--- config.mk ---
export PLATFORM = sky130hd
export DESIGN_NAME = backend_multi_ch
export DESIGN_NICKNAME = d
export VERILOG_FILES = /design/src/rtl/backend_multi_ch_pkg.sv /design/src/rtl/backend_sync_edge.sv /design/src/rtl/backend_multi_ch.sv
export SDC_FILE = /design/constraint.sdc
export NUM_CORES = 1
export LEC_CHECK = 0
export CAP_MARGIN = 10
export CORE_MARGIN = 5
export CORE_UTILIZATION = 55
export CTS_CLUSTER_DIAMETER = 50
export CTS_CLUSTER_SIZE = 24
export DETAILED_ROUTE_END_ITERATION = 10
export PLACE_DENSITY = 0.77
export SETUP_SLACK_MARGIN = 0.3
export SYNTH_ARGS = -nofsm -noshare
export SYNTH_HDL_FRONTEND = slang
export SYNTH_HIERARCHICAL = 1
export SYNTH_SLANG_ARGS = --single-unit
--- constraint.sdc ---
create_clock -name i_clk -period 1.7 [get_ports i_clk]
set_input_delay 0.51 -clock i_clk [delete_from_list [all_inputs] [get_ports i_clk]]
set_output_delay 0.51 -clock i_clk [all_outputs]
set_load 0.02 [all_outputs]
--- src/rtl/backend_multi_ch_pkg.sv ---
// rtl/backend_multi_ch_pkg.sv - opcodes and FSM states for the multi-channel backend config receiver
package backend_multi_ch_pkg;

    localparam logic [1:0] OP_WR_GAIN    = 2'b00;
    localparam logic [1:0] OP_RST_REL    = 2'b01;
    localparam logic [1:0] OP_RST_ASSERT = 2'b10;
    localparam logic [1:0] OP_BCAST      = 2'b11;

    typedef enum logic [1:0] {
        ST_STARTUP = 2'd0,
        ST_IDLE    = 2'd1,
        ST_SHIFT   = 2'd2,
        ST_APPLY   = 2'd3
    } state_t;

endpackage

--- src/rtl/backend_sync_edge.sv ---
// rtl/backend_sync_edge.sv - 2-flop synchroniser with rising-edge detect for sclk and aligned sdin
module backend_sync_edge (
    input  logic clk,
    input  logic rst_n,
    input  logic sclk,
    input  logic sdin,
    output logic sclk_rise,
    output logic sdin_s
);

    logic [2:0] sclk_q;
    logic [1:0] sdin_q;

    // two synchroniser stages plus one history stage for edge detection
    always_ff @(posedge clk or negedge rst_n) begin
        if (!rst_n) begin
            sclk_q <= '0;
            sdin_q <= '0;
        end else begin
            sclk_q <= {sclk_q[1:0], sclk};
            sdin_q <= {sdin_q[0], sdin};
        end
    end

    // sdin_s sits at the same synchroniser depth as the sclk sample that flags the edge
    assign sclk_rise = sclk_q[1] & ~sclk_q[2];
    assign sdin_s    = sdin_q[1];

endmodule

--- src/rtl/backend_multi_ch.sv ---
// rtl/backend_multi_ch.sv - serial config frame receiver driving NCH channels of gain and reset
module backend_multi_ch
    import backend_multi_ch_pkg::*;
#(
    parameter int NCH         = 4,
    parameter int GW          = 3,
    parameter int ADDR_W      = 2,
    parameter int GAIN_RST    = 0,
    parameter int STARTUP_CYC = 16,
    parameter int TIMEOUT     = 64
) (
    input  logic                i_clk,
    input  logic                i_resetbAll,
    input  logic                i_sclk,
    input  logic                i_sdin,
    output logic                o_ready,
    output logic [NCH-1:0]      o_resetb,
    output logic [NCH*GW-1:0]   o_gain,
    output logic                o_cfg_done,
    output logic                o_frame_err
);

    localparam int FRAME_LEN = 2 + ADDR_W + GW;
    localparam int BCW       = $clog2(FRAME_LEN + 1);
    localparam int TCW       = $clog2(TIMEOUT + 1);
    localparam int SCW       = $clog2(STARTUP_CYC + 1);
    localparam logic [ADDR_W:0] NCH_L      = (ADDR_W + 1)'(NCH);
    localparam logic [GW-1:0]   GAIN_RST_V = GW'(GAIN_RST);

    state_t               state, state_nx;
    logic [FRAME_LEN-1:0] shreg;
    logic [BCW-1:0]       bit_cnt, bit_cnt_nx, bit_inc;
    logic [TCW-1:0]       to_cnt, to_cnt_nx;
    logic [SCW-1:0]       su_cnt, su_cnt_nx;
    logic                 shift_en, apply_en, to_err;
    logic                 sclk_rise, sdin_s;

    logic [1:0]           f_op;
    logic [ADDR_W-1:0]    f_addr;
    logic [GW-1:0]        f_data;
    logic                 frame_ok;

    backend_sync_edge u_sync (
        .clk       (i_clk),
        .rst_n     (i_resetbAll),
        .sclk      (i_sclk),
        .sdin      (i_sdin),
        .sclk_rise (sclk_rise),
        .sdin_s    (sdin_s)
    );

    // frame fields, MSB first: opcode, address, data
    assign f_op     = shreg[FRAME_LEN-1 -: 2];
    assign f_addr   = shreg[GW +: ADDR_W];
    assign f_data   = shreg[GW-1:0];
    assign frame_ok = (f_op == OP_BCAST) || ({1'b0, f_addr} < NCH_L);
    assign bit_inc  = bit_cnt + 1'b1;
    assign o_ready  = (state != ST_STARTUP);

    // state and counter registers
    always_ff @(posedge i_clk or negedge i_resetbAll) begin
        if (!i_resetbAll) begin
            state   <= ST_STARTUP;
            bit_cnt <= '0;
            to_cnt  <= '0;
            su_cnt  <= '0;
        end else begin
            state   <= state_nx;
            bit_cnt <= bit_cnt_nx;
            to_cnt  <= to_cnt_nx;
            su_cnt  <= su_cnt_nx;
        end
    end

    // next-state, counter updates and datapath strobes
    always_comb begin
        state_nx   = state;
        bit_cnt_nx = bit_cnt;
        to_cnt_nx  = to_cnt;
        su_cnt_nx  = '0;
        shift_en   = 1'b0;
        apply_en   = 1'b0;
        to_err     = 1'b0;
        case (state)
            ST_STARTUP: begin
                bit_cnt_nx = '0;
                to_cnt_nx  = '0;
                su_cnt_nx  = su_cnt + 1'b1;
                if (su_cnt == SCW'(STARTUP_CYC - 1)) begin
                    state_nx = ST_IDLE;
                end
            end
            ST_IDLE: begin
                to_cnt_nx = '0;
                if (sclk_rise) begin
                    shift_en   = 1'b1;
                    bit_cnt_nx = BCW'(1);
                    state_nx   = ST_SHIFT;
                end
            end
            ST_SHIFT: begin
                if (sclk_rise) begin
                    shift_en   = 1'b1;
                    to_cnt_nx  = '0;
                    bit_cnt_nx = bit_inc;
                    if (bit_inc == BCW'(FRAME_LEN)) begin
                        state_nx = ST_APPLY;
                    end
                end else if (to_cnt == TCW'(TIMEOUT)) begin
                    to_err     = 1'b1;
                    bit_cnt_nx = '0;
                    to_cnt_nx  = '0;
                    state_nx   = ST_IDLE;
                end else begin
                    to_cnt_nx = to_cnt + 1'b1;
                end
            end
            ST_APPLY: begin
                apply_en  = 1'b1;
                to_cnt_nx = '0;
                if (sclk_rise) begin
                    shift_en   = 1'b1;
                    bit_cnt_nx = BCW'(1);
                    state_nx   = ST_SHIFT;
                end else begin
                    bit_cnt_nx = '0;
                    state_nx   = ST_IDLE;
                end
            end
            default: begin
                state_nx = ST_STARTUP;
            end
        endcase
    end

    // serial shift register; a new first bit may arrive while APPLY decodes the old frame
    always_ff @(posedge i_clk or negedge i_resetbAll) begin
        if (!i_resetbAll) begin
            shreg <= '0;
        end else if (shift_en) begin
            shreg <= {shreg[FRAME_LEN-2:0], sdin_s};
        end
    end

    // channel registers and status pulses, updated only from a complete valid frame
    always_ff @(posedge i_clk or negedge i_resetbAll) begin
        if (!i_resetbAll) begin
            o_gain      <= {NCH{GAIN_RST_V}};
            o_resetb    <= '0;
            o_cfg_done  <= 1'b0;
            o_frame_err <= 1'b0;
        end else begin
            o_cfg_done  <= 1'b0;
            o_frame_err <= to_err;
            if (apply_en) begin
                if (frame_ok) begin
                    o_cfg_done <= 1'b1;
                    for (int n = 0; n < NCH; n++) begin
                        if (f_op == OP_BCAST) begin
                            o_gain[n*GW +: GW] <= f_data;
                        end else if (f_addr == ADDR_W'(n)) begin
                            case (f_op)
                                OP_WR_GAIN:    o_gain[n*GW +: GW] <= f_data;
                                OP_RST_REL:    o_resetb[n] <= 1'b1;
                                OP_RST_ASSERT: o_resetb[n] <= 1'b0;
                                default:       o_resetb[n] <= o_resetb[n];
                            endcase
                        end
                    end
                end else begin
                    o_frame_err <= 1'b1;
                end
            end
        end
    end

endmodule
* Yosys cells after proc, flatten, opt, wreduce, memory -nomap -nowiden
Index checks and enable logic that the tools add are counted.
** Word-level totals
- Memories :: 0
- Output and inout bits :: 19
- Input port bits :: 4
- Latch bits :: 0
- Flip-flop bits (word level) :: 47
- RAM bits :: 0
- Word-level logic and storage cells :: 94
- Memory bits (read-only) :: 0
** Operators by class
- Shifts and indexed selects :: 0
- $lt $le $gt $ge :: 0
- Bitwise gates (word level) :: 3
- Divide/modulo/power cells :: 0
- Multipliers :: 0
- Equal/unequal tests :: 16
- Reductions and logical operators :: 22
- Mux-type cells :: 33
- Add/sub/neg operators :: 3
** Operators with widths (number)
- 2-to-1 mux 3 bit :: 12
- AND reduction 4 bit :: 5
- 2-to-1 mux 7 bit :: 2
- one-hot mux 7 bit (2 select lines) :: 1
- nonzero test 2 bit :: 7
- == test 2 bit, second input constant :: 6
- 2-to-1 mux 2 bit :: 6
- one-hot mux 3 bit (4 select lines) :: 1
- AND reduction 3 bit :: 4
- 2-to-1 mux 1 bit :: 8
- one-hot mux 2 bit (4 select lines) :: 1
- adder 7 x 1 -> 7 bit, second input constant :: 1
- == test 7 bit, second input constant :: 1
- == test 2 x 1 -> 1 bit, second input constant :: 3
- logical NOT 2 bit :: 3
- inequality test 3 bit, second input constant :: 2
- OR reduction 3 bit :: 2
- adder 5 x 1 -> 5 bit, second input constant :: 1
- == test 5 x 4 -> 1 bit, second input constant :: 1
- 2-to-1 mux 5 bit :: 1
- inequality test 2 bit, second input constant :: 2
- adder 3 x 1 -> 3 bit, second input constant :: 1
- == test 3 bit, second input constant :: 1
- inverter 1 bit :: 2
- 3 further kinds :: 3

* Depth between registers and ports, before layout
Gate-level depths: netlist of the first run.
- Depth after elaboration :: 5
- Gate-level depth with buffers :: 5
- Gate-level depth less buffers :: 5

* Hierarchy
The synthesis of the first run kept the hierarchy.
** By module, submodules not included
- backend_multi_ch :: cells an instance 164, instances 1, sequential area each 1051.0 sq um, area an instance 1918.1 sq um
- backend_sync_edge :: cells an instance 6, instances 1, sequential area each 125.1 sq um, area an instance 138.9 sq um

* Worst setup path before layout of the first run
OpenSTA, ideal clock, no wires.
- Path kind :: register to register
- From :: register shreg[5]
- To :: register o_gain[10]
- Path buffers :: 0
- Data required time :: 1.575 ns
- Arrival :: 1.426 ns
- Clock period less this slack :: 1.551 ns
- Stages on the path, launching flop included :: 6
- Setup time :: 0.125 ns
- Setup slack :: 0.149 ns
- Path through :: dfrtp_1 inv_1 ha_1 and3_1 nor2b_1 mux2_2
** Between the ends
- Longest elaborated chain between the ends :: 3
- Elaborated cells on any way between the ends :: 6
- Those cells by class :: 1 x eq/ne; 1 x mux; 4 x reduce/logical
** RTL lines
- from (decl) :: RTL line backend_multi_ch.sv:31 : logic [FRAME_LEN-1:0] shreg;
- from (signal assigned) :: RTL line backend_multi_ch.sv:141 : shreg <= {shreg[FRAME_LEN-2:0], sdin_s};
- == test 2 bit or logical NOT 2 bit (tied branches) :: RTL line backend_multi_ch.sv:159, backend_multi_ch.sv:162
- nonzero test 2 bit (no line)
- AND reduction 3 bit (no line)
- to (signal assigned) :: RTL line backend_multi_ch.sv:148 : o_gain <= {NCH{GAIN_RST_V}};
- to (signal, indexed assignment) :: RTL line backend_multi_ch.sv:160 : o_gain[n*GW +: GW] <= f_data;
- to (signal, indexed assignment) :: RTL line backend_multi_ch.sv:163 : OP_WR_GAIN: o_gain[n*GW +: GW] <= f_data;
- to (decl) :: RTL line backend_multi_ch.sv:18 : output logic [NCH*GW-1:0] o_gain,
Parallel ways exist; a longest one is shown, timed or not.
A chain may end at the register's enable or synchronous reset.

* Worst setup path after layout of the first run
- From :: register shreg[6]
- To :: register o_gain[10]
The elaborated chain is that of the path after synthesis.

==> results of run 1 <==
## stage by stage
step,area (µm²),power (mW),utilization (%)
after floorplan,2103,2.422,-
after global placement,2387,2.734,65.70
after detailed placement,2387,2.818,65.70
after CTS,2519,3.580,69.32
after global routing,2624,3.973,72.21
final,2624,3.734,72.21
## timing repair
item | 4_1_cts | 5_1_grt
setup endpoints to repair | 52 | 36
setup buffers | 6 | 5
gates resized for setup | 96 | 18
pin swaps | 8 | 8
## cell type report
type | count | share of cell area, %
Tap cell | 48 | 2.289
Inverter | 9 | 1.288
Timing Repair Buffer | 37 | 9.967
Sequential cell | 47 | 44.83
Multi-Input combinational cell | 108 | 38.53
Clock buffer | 7 | 2.909
Clock inverter | 1 | 0.1907
## cell usage in the layout, fill, tap and decap left out, drive strengths merged, types with 4 or more instances in the layout
| cell type | instances |
|---|---|
| dfrtp | 47 |
| buf | 35 |
| mux2 | 19 |
| nor2 | 13 |
| o21ai | 11 |
| inv | 9 |
| ha | 8 |
| clkbuf | 7 |
| nand3 | 6 |
| o31ai | 6 |
| nor2b | 6 |
| nand2b | 5 |
| nand2 | 5 |
| xor2 | 4 |
## per-layer routing
layer  vias to the layer above  part of all wire (%)
met5                         -                     0
met4                         0                  0.29
met3                         2                   3.7
met2                        23                    54
met1                       722                    42
li1                        666                     -
## worst paths after layout
check / startpoint / to / slack, ns
worst max-delay path: shreg[6] / o_gain[10] / 0.10
worst min-delay path: i_resetbAll / su_cnt[0] / 0.18
worst max register to register: shreg[6] / o_gain[10] / 0.10
worst min register to register: u_sync/sclk_q[0] / u_sync/sclk_q[1] / 0.36
max in group asynchronous: i_resetbAll / o_gain[2] / 1.29
min in group i_clk: u_sync/sclk_q[0] / u_sync/sclk_q[1] / 0.36
## state kept, by name (all words and copies together) (netlist names)
register,count
state,2
bit_cnt,3
shreg,7
o_frame_err,1
u_sync/sdin_q,2
u_sync/sclk_q,3
o_gain,12
o_resetb,4
o_cfg_done,1
su_cnt,5
to_cnt,7
## power groups by stage
stage	Clock [mW]	Sequential (mW)	Combinational [mW]
after detailed placement	0	1.65	1.16
after floorplan	0	1.64	0.783
after global placement	0	1.62	1.11
final	0.647	1.65	1.43
after global routing	0.725	1.69	1.55
after CTS	0.654	1.62	1.30
## cells by family (layout without fill, tap and decap cells)
family,count (synthesis),after routing,synth area share [%]
compound gates,26,26,8.393
mux,19,19,10.40
simple gates,49,49,13.63
buf+inv,15,54,2.981
fa+ha+maj,8,8,4.866
flops,47,47,57.18
xor+xnor,6,6,2.555
==> results.py, run 1 <==
metrics = {
    "critical_path": {
        "worstPathArrival_ns": 1.78,
        "cp_num_cells": 4,
        "startpoint_type": "register",
        "worstSetupPathType": "reg -> reg",
        "cp_max_fo": 4,
        "end_kind": "register",
        "critical_path.top_delay_family": "simple AND/OR/NAND/NOR gates",
        "crit_required_ns": 1.88,
        "cp_cell_sequence": "ha_4 -> and3_4 -> nor2b_4 -> mux2_4",
        "crit_slowest_cell": "dfrtp_1",
        "reg2regPathDepth": 4,
        "max_stage_delay_ns": 0.42,
        "path_buf_inv": 0,
    },
    "synth": {
        "avgSynthCellArea_um2": 12.10,
        "synthTopCellsByArea": "dfrtp_1 57%, mux2_2 10%, ha_1 4.9%, nor2_1 2.4%, o21ai_0 2.2%",
        "synthCells": 170,
        "synthTopCellsByCount": "47 x dfrtp_1, 19 x mux2_2, 13 x nor2_1",
        "ys.flop_type": "dfrtp_1",
        "synth_enable_flop_cells": 0,
        "synth.most_common_cell": "dfrtp_1",
        "synth_top_area_share_pct": 57.18,
        "yosys.area.top_type": "dfrtp_1",
        "ys_warn_count": 6,
        "synth_seq_cells": 47,
        "ys_types": 36,
        "async_reset_ff_share_pct": 100.0,
        "syn_area_um2": 2057,
        "synthesis.nets": 182,
        "seq_area_frac_synth_pct": 57.18,
    },
    "power": {
        "p_clk_share_pct": 17.3,
        "switchingPower_mw": 1.378,
        "power_density_nw_per_um2": 1423,
        "p_leak_nw": 1.256,
        "p_comb_share_pct": 38.4,
        "peakVddDrop_uv": 855.9,
        "p_int_mw": 2.356,
        "seq_power_share_pct": 44.3,
        "p_sw_share_pct": 36.90,
    },
    "sta": {
        "tns_ns": 0,
        "holdWs_ns": 0.1804,
        "fin_ws_ns": 0.1009,
        "setup_violations": 0,
        "period_share_pct": 94.06,
        "rsz0062_at_grt": "true",
        "relSlewSlack_pct": 70.05,
        "hold_viol": 0,
        "fmax_mhz": 625.4,
        "skew_ns": 0.007719,
        "tightest_slew_ns": 0.4493,
        "drv_slew": 0,
        "finalCriticalPeriod_ns": 1.599,
    },
    "die": {
        "io_pins": 23,
        "rows": 22,
        "initial_utilization_pct": 56.61,
        "die_w_um": 71.16,
        "dieArea_um2": 5063,
        "die_h_um": 71.16,
        "core_um2": 3633,
    },
    "clocking": {
        "cts_tree": "built",
        "htreeDepth": 2,
        "clk_pin_slew_ns": 0.09,
        "ctsHoldBuffers": 0,
        "ctsRootBufferMaster": "clkbuf_8",
        "clock_latency_ns": 0.29,
        "cts_buffers": 5,
        "clock_path_buffers": 2,
        "cts_sinks": 47,
    },
    "outcome": {
        "status": "finished, final reports clean",
    },
    "final_layout": {
        "fill_cells": 259,
        "ff_latch_area_um2": 1176,
        "area_growth_pct": 27.55,
        "multi_input_area_um2": 1011,
        "fin_cells": 257,
        "antenna_cells": 0,
        "drive_gt1_share_pct": 40.67,
        "fin_nets": 220,
    },
    "hold_path": {
        "hold_path.class": "in -> async",
    },
    "place": {
        "port_buffers": 22,
        "place_ws_ns": -0.01259,
        "dp_hpwl_mm": 2.607,
        "dpl.cell_count": 238,
        "place.gp.congestion": 0.7926,
    },
    "route": {
        "drt_iter0_markers": 63,
        "avgViaCountPerCell": 5.498,
        "first_pass_iters": 4,
        "route.detailed.drc": 0,
        "detail_route.wl_per_cell_um": 15.86,
        "antenna_left": 0,
        "routed_wl_mm": 4.075,
        "dr_total_vias": 1413,
    },
    "global_routing": {
        "grt_use_met1_pct": 20.93,
        "grt_use_met2_pct": 28.16,
        "grt_use_total_pct": 16.70,
        "grt_util_met3_pct": 4.972,
        "grt_max_degree": 48,
        "grt_busiest_layer": "met2",
        "grt_pass1_wl_mm": 6.658,
        "first_global_vias": 1412,
        "antenna_found_initial": 0,
        "overflow": 0,
    },
    "run": {
        "maxCapViolCount": 0,
    },
}
No activity file was read; power rests on OpenSTA's default activity.
==> inputs of run 2 (changes only) <==
--- a/config.mk
+++ b/config.mk
@@ -6,7 +6,6 @@
 export NUM_CORES = 1
 export LEC_CHECK = 0
 export CAP_MARGIN = 10
-export CORE_MARGIN = 5
 export CORE_UTILIZATION = 55
 export CTS_CLUSTER_DIAMETER = 50
 export CTS_CLUSTER_SIZE = 24
==> run 2 against run 1 <==
  * Combinational power shrank 6%
  * Fmax up 2.3%
  * Global-route usage grew 5.2 points
  * Critical path depth decreased by 2
  * Sequential share of layout area increased by 1.5 points
  * Largest power group unchanged
==> results.py, run 2 (synthesis gave the netlist of run 1 again) <==
metrics = {
    "power": {
        "seq_power_share_pct": 43.3,
        "peakVddDrop_uv": 740.7,
        "p_leak_nw": 1.221,
        "power_density_nw_per_um2": 1479,
        "power_mw": 3.752,
        "p_comb_share_pct": 35.7,
        "p_clk_share_pct": 21.0,
        "p_sw_share_pct": 35.10,
        "switchingPower_mw": 1.317,
        "p_int_mw": 2.435,
    },
    "run": {
        "maxCapViolCount": 0,
    },
    "route": {
        "route.detailed.drc": 0,
        "antenna_left": 0,
        "dr_total_vias": 1432,
        "detail_route.wl_per_cell_um": 15.65,
        "first_pass_iters": 4,
        "routed_wl_mm": 3.928,
        "drt_iter0_markers": 59,
        "avgViaCountPerCell": 5.705,
    },
    "critical_path": {
        "end_kind": "output pin",
        "regToRegStartpoint": "shreg[6]",
        "reg2regPathDepth": 4,
        "cp_max_fo": 2,
        "worstSetupPathType": "reg -> out",
        "r2r_slack_ns": 0.14,
        "crit_required_ns": 1.19,
        "startpoint_type": "register",
        "worstPathArrival_ns": 1.05,
        "r2r_end": "o_gain[11]",
    },
    "clocking": {
        "clock_path_buffers": 2,
        "cts_sinks": 47,
        "htreeDepth": 2,
        "ctsRootBufferMaster": "clkbuf_8",
        "clock_latency_ns": 0.29,
        "cts_buffers": 5,
        "cts_tree": "built",
        "clk_pin_slew_ns": 0.08,
    },
    "final_layout": {
        "area_growth_pct": 23.30,
        "fin_area_um2": 2536,
        "fin_nets": 216,
        "fill_cells": 255,
        "largest_reg_flops": 12,
        "antenna_cells": 0,
        "top_regs": "o_gain: 12 flops, shreg: 7 flops, to_cnt: 7 flops",
        "layout.cells.most_common_list": "47 x dfrtp_1, 19 x buf_2, 13 x mux2_2, 10 x nor2_1, 10 x buf_4",
        "drive_gt1_share_pct": 38.54,
        "layout_commonest_cell": "dfrtp_1",
        "fin_util_pct": 73.12,
        "regMostFlops": "o_gain",
        "fin_cells": 251,
    },
    "sta": {
        "hold_viol": 0,
        "skew_ns": 0.005542,
        "tightest_slew_ns": 0.4030,
        "setup_violations": 0,
        "relSlewSlack_pct": 73.08,
        "drv_slew": 0,
        "fin_ws_ns": 0.1372,
        "finalCriticalPeriod_ns": 1.563,
        "fmax_mhz": 639.9,
        "holdWs_ns": 0.1989,
        "period_share_pct": 91.93,
        "rsz0062_at_grt": "true",
        "tns_ns": 0,
    },
    "outcome": {
        "status": "finished, final reports clean",
    },
    "die": {
        "dieArea_um2": 3989,
        "io_pins": 23,
        "core_um2": 3468,
        "rows": 21,
        "die_h_um": 63.16,
        "initial_utilization_pct": 59.31,
        "die_w_um": 63.16,
    },
    "global_routing": {
        "first_global_vias": 1419,
        "antenna_found_initial": 0,
        "grt_use_total_pct": 21.93,
        "grt_max_degree": 48,
        "grt_pass1_wl_mm": 6.699,
        "overflow": 0,
    },
    "place": {
        "dpl.cell_count": 237,
        "place.gp.congestion": 0.7273,
        "place_ws_ns": -0.001849,
        "placed_area_um2": 2392,
        "dp_hpwl_mm": 2.583,
        "port_buffers": 22,
    },
    "hold_path": {
        "hold_path.class": "in -> async",
    },
}
==> run 2: layout make-up <==
type | count | area [µm²] | area share [%]
multi-input combinational | 108 | 934.6 | 36.85
tap | 46 | 57.56 | 2.269
clock inverter | 3 | 43.79 | 1.727
clock buffer | 5 | 68.82 | 2.713
sequential | 47 | 1176 | 46.37
timing repair buffer | 33 | 221.5 | 8.732
inverter | 9 | 33.78 | 1.332
==> run 2: critical path, cell delays in order (launching register included) <==
cell and delay, ns:
dfrtp_1 0.38, or2_4 0.26, buf_6 0.13
==> run 2: timing repair <==
| action | 4_1_cts | 5_1_grt |
|---|---|---|
| resized for setup | 86 | 12 |
| pin swaps | 7 | 9 |
| setup endpoints to repair | 52 | 37 |
| hold buffers | 0 | 0 |
| buffers inserted | 5 | 1 |
| gates cloned | 0 | 0 |
==> run 2: worst max path at each step <==
stage	cells past startpoint	from	to	slack, ns
2_1_floorplan	5	shreg[5]	o_gain[10]	0.21
3_3_place_gp	2	state[1]	o_ready	0.008
3_5_place_dp	2	state[1]	o_ready	-0.002
4_1_cts	2	state[0]	o_ready	0.13
5_1_grt	2	state[0]	o_ready	0.11
6_report	2	state[0]	o_ready	0.14
==> run 2: power by group through the flow <==
stage	clock, mW	combinational (mW)	sequential (mW)
CTS	0.810	1.28	1.61
global placement	0	1.15	1.61
floorplan	0	0.783	1.64
detailed placement	0	1.20	1.64
finish	0.788	1.34	1.62
global route	0.862	1.46	1.66
==> run 2: metal layers <==
metal  vias up  wire length, µm  track usage, %
li1        657                -               -
met1       736             1775           28.33
met2        32             1956           36.02
met3         7              138           4.710
met4         0               57           8.430
met5         -                0               0
==> inputs of run 3 (changes only) <==
--- a/config.mk
+++ b/config.mk
@@ -12,6 +12,7 @@
 export DETAILED_ROUTE_END_ITERATION = 10
 export PLACE_DENSITY = 0.77
 export SETUP_SLACK_MARGIN = 0.3
+export SLEW_MARGIN = 10
 export SYNTH_ARGS = -nofsm -noshare
 export SYNTH_HDL_FRONTEND = slang
 export SYNTH_HIERARCHICAL = 1
==> results of run 3 <==
Final layout, timing and power as in run 2 (identical DEF).
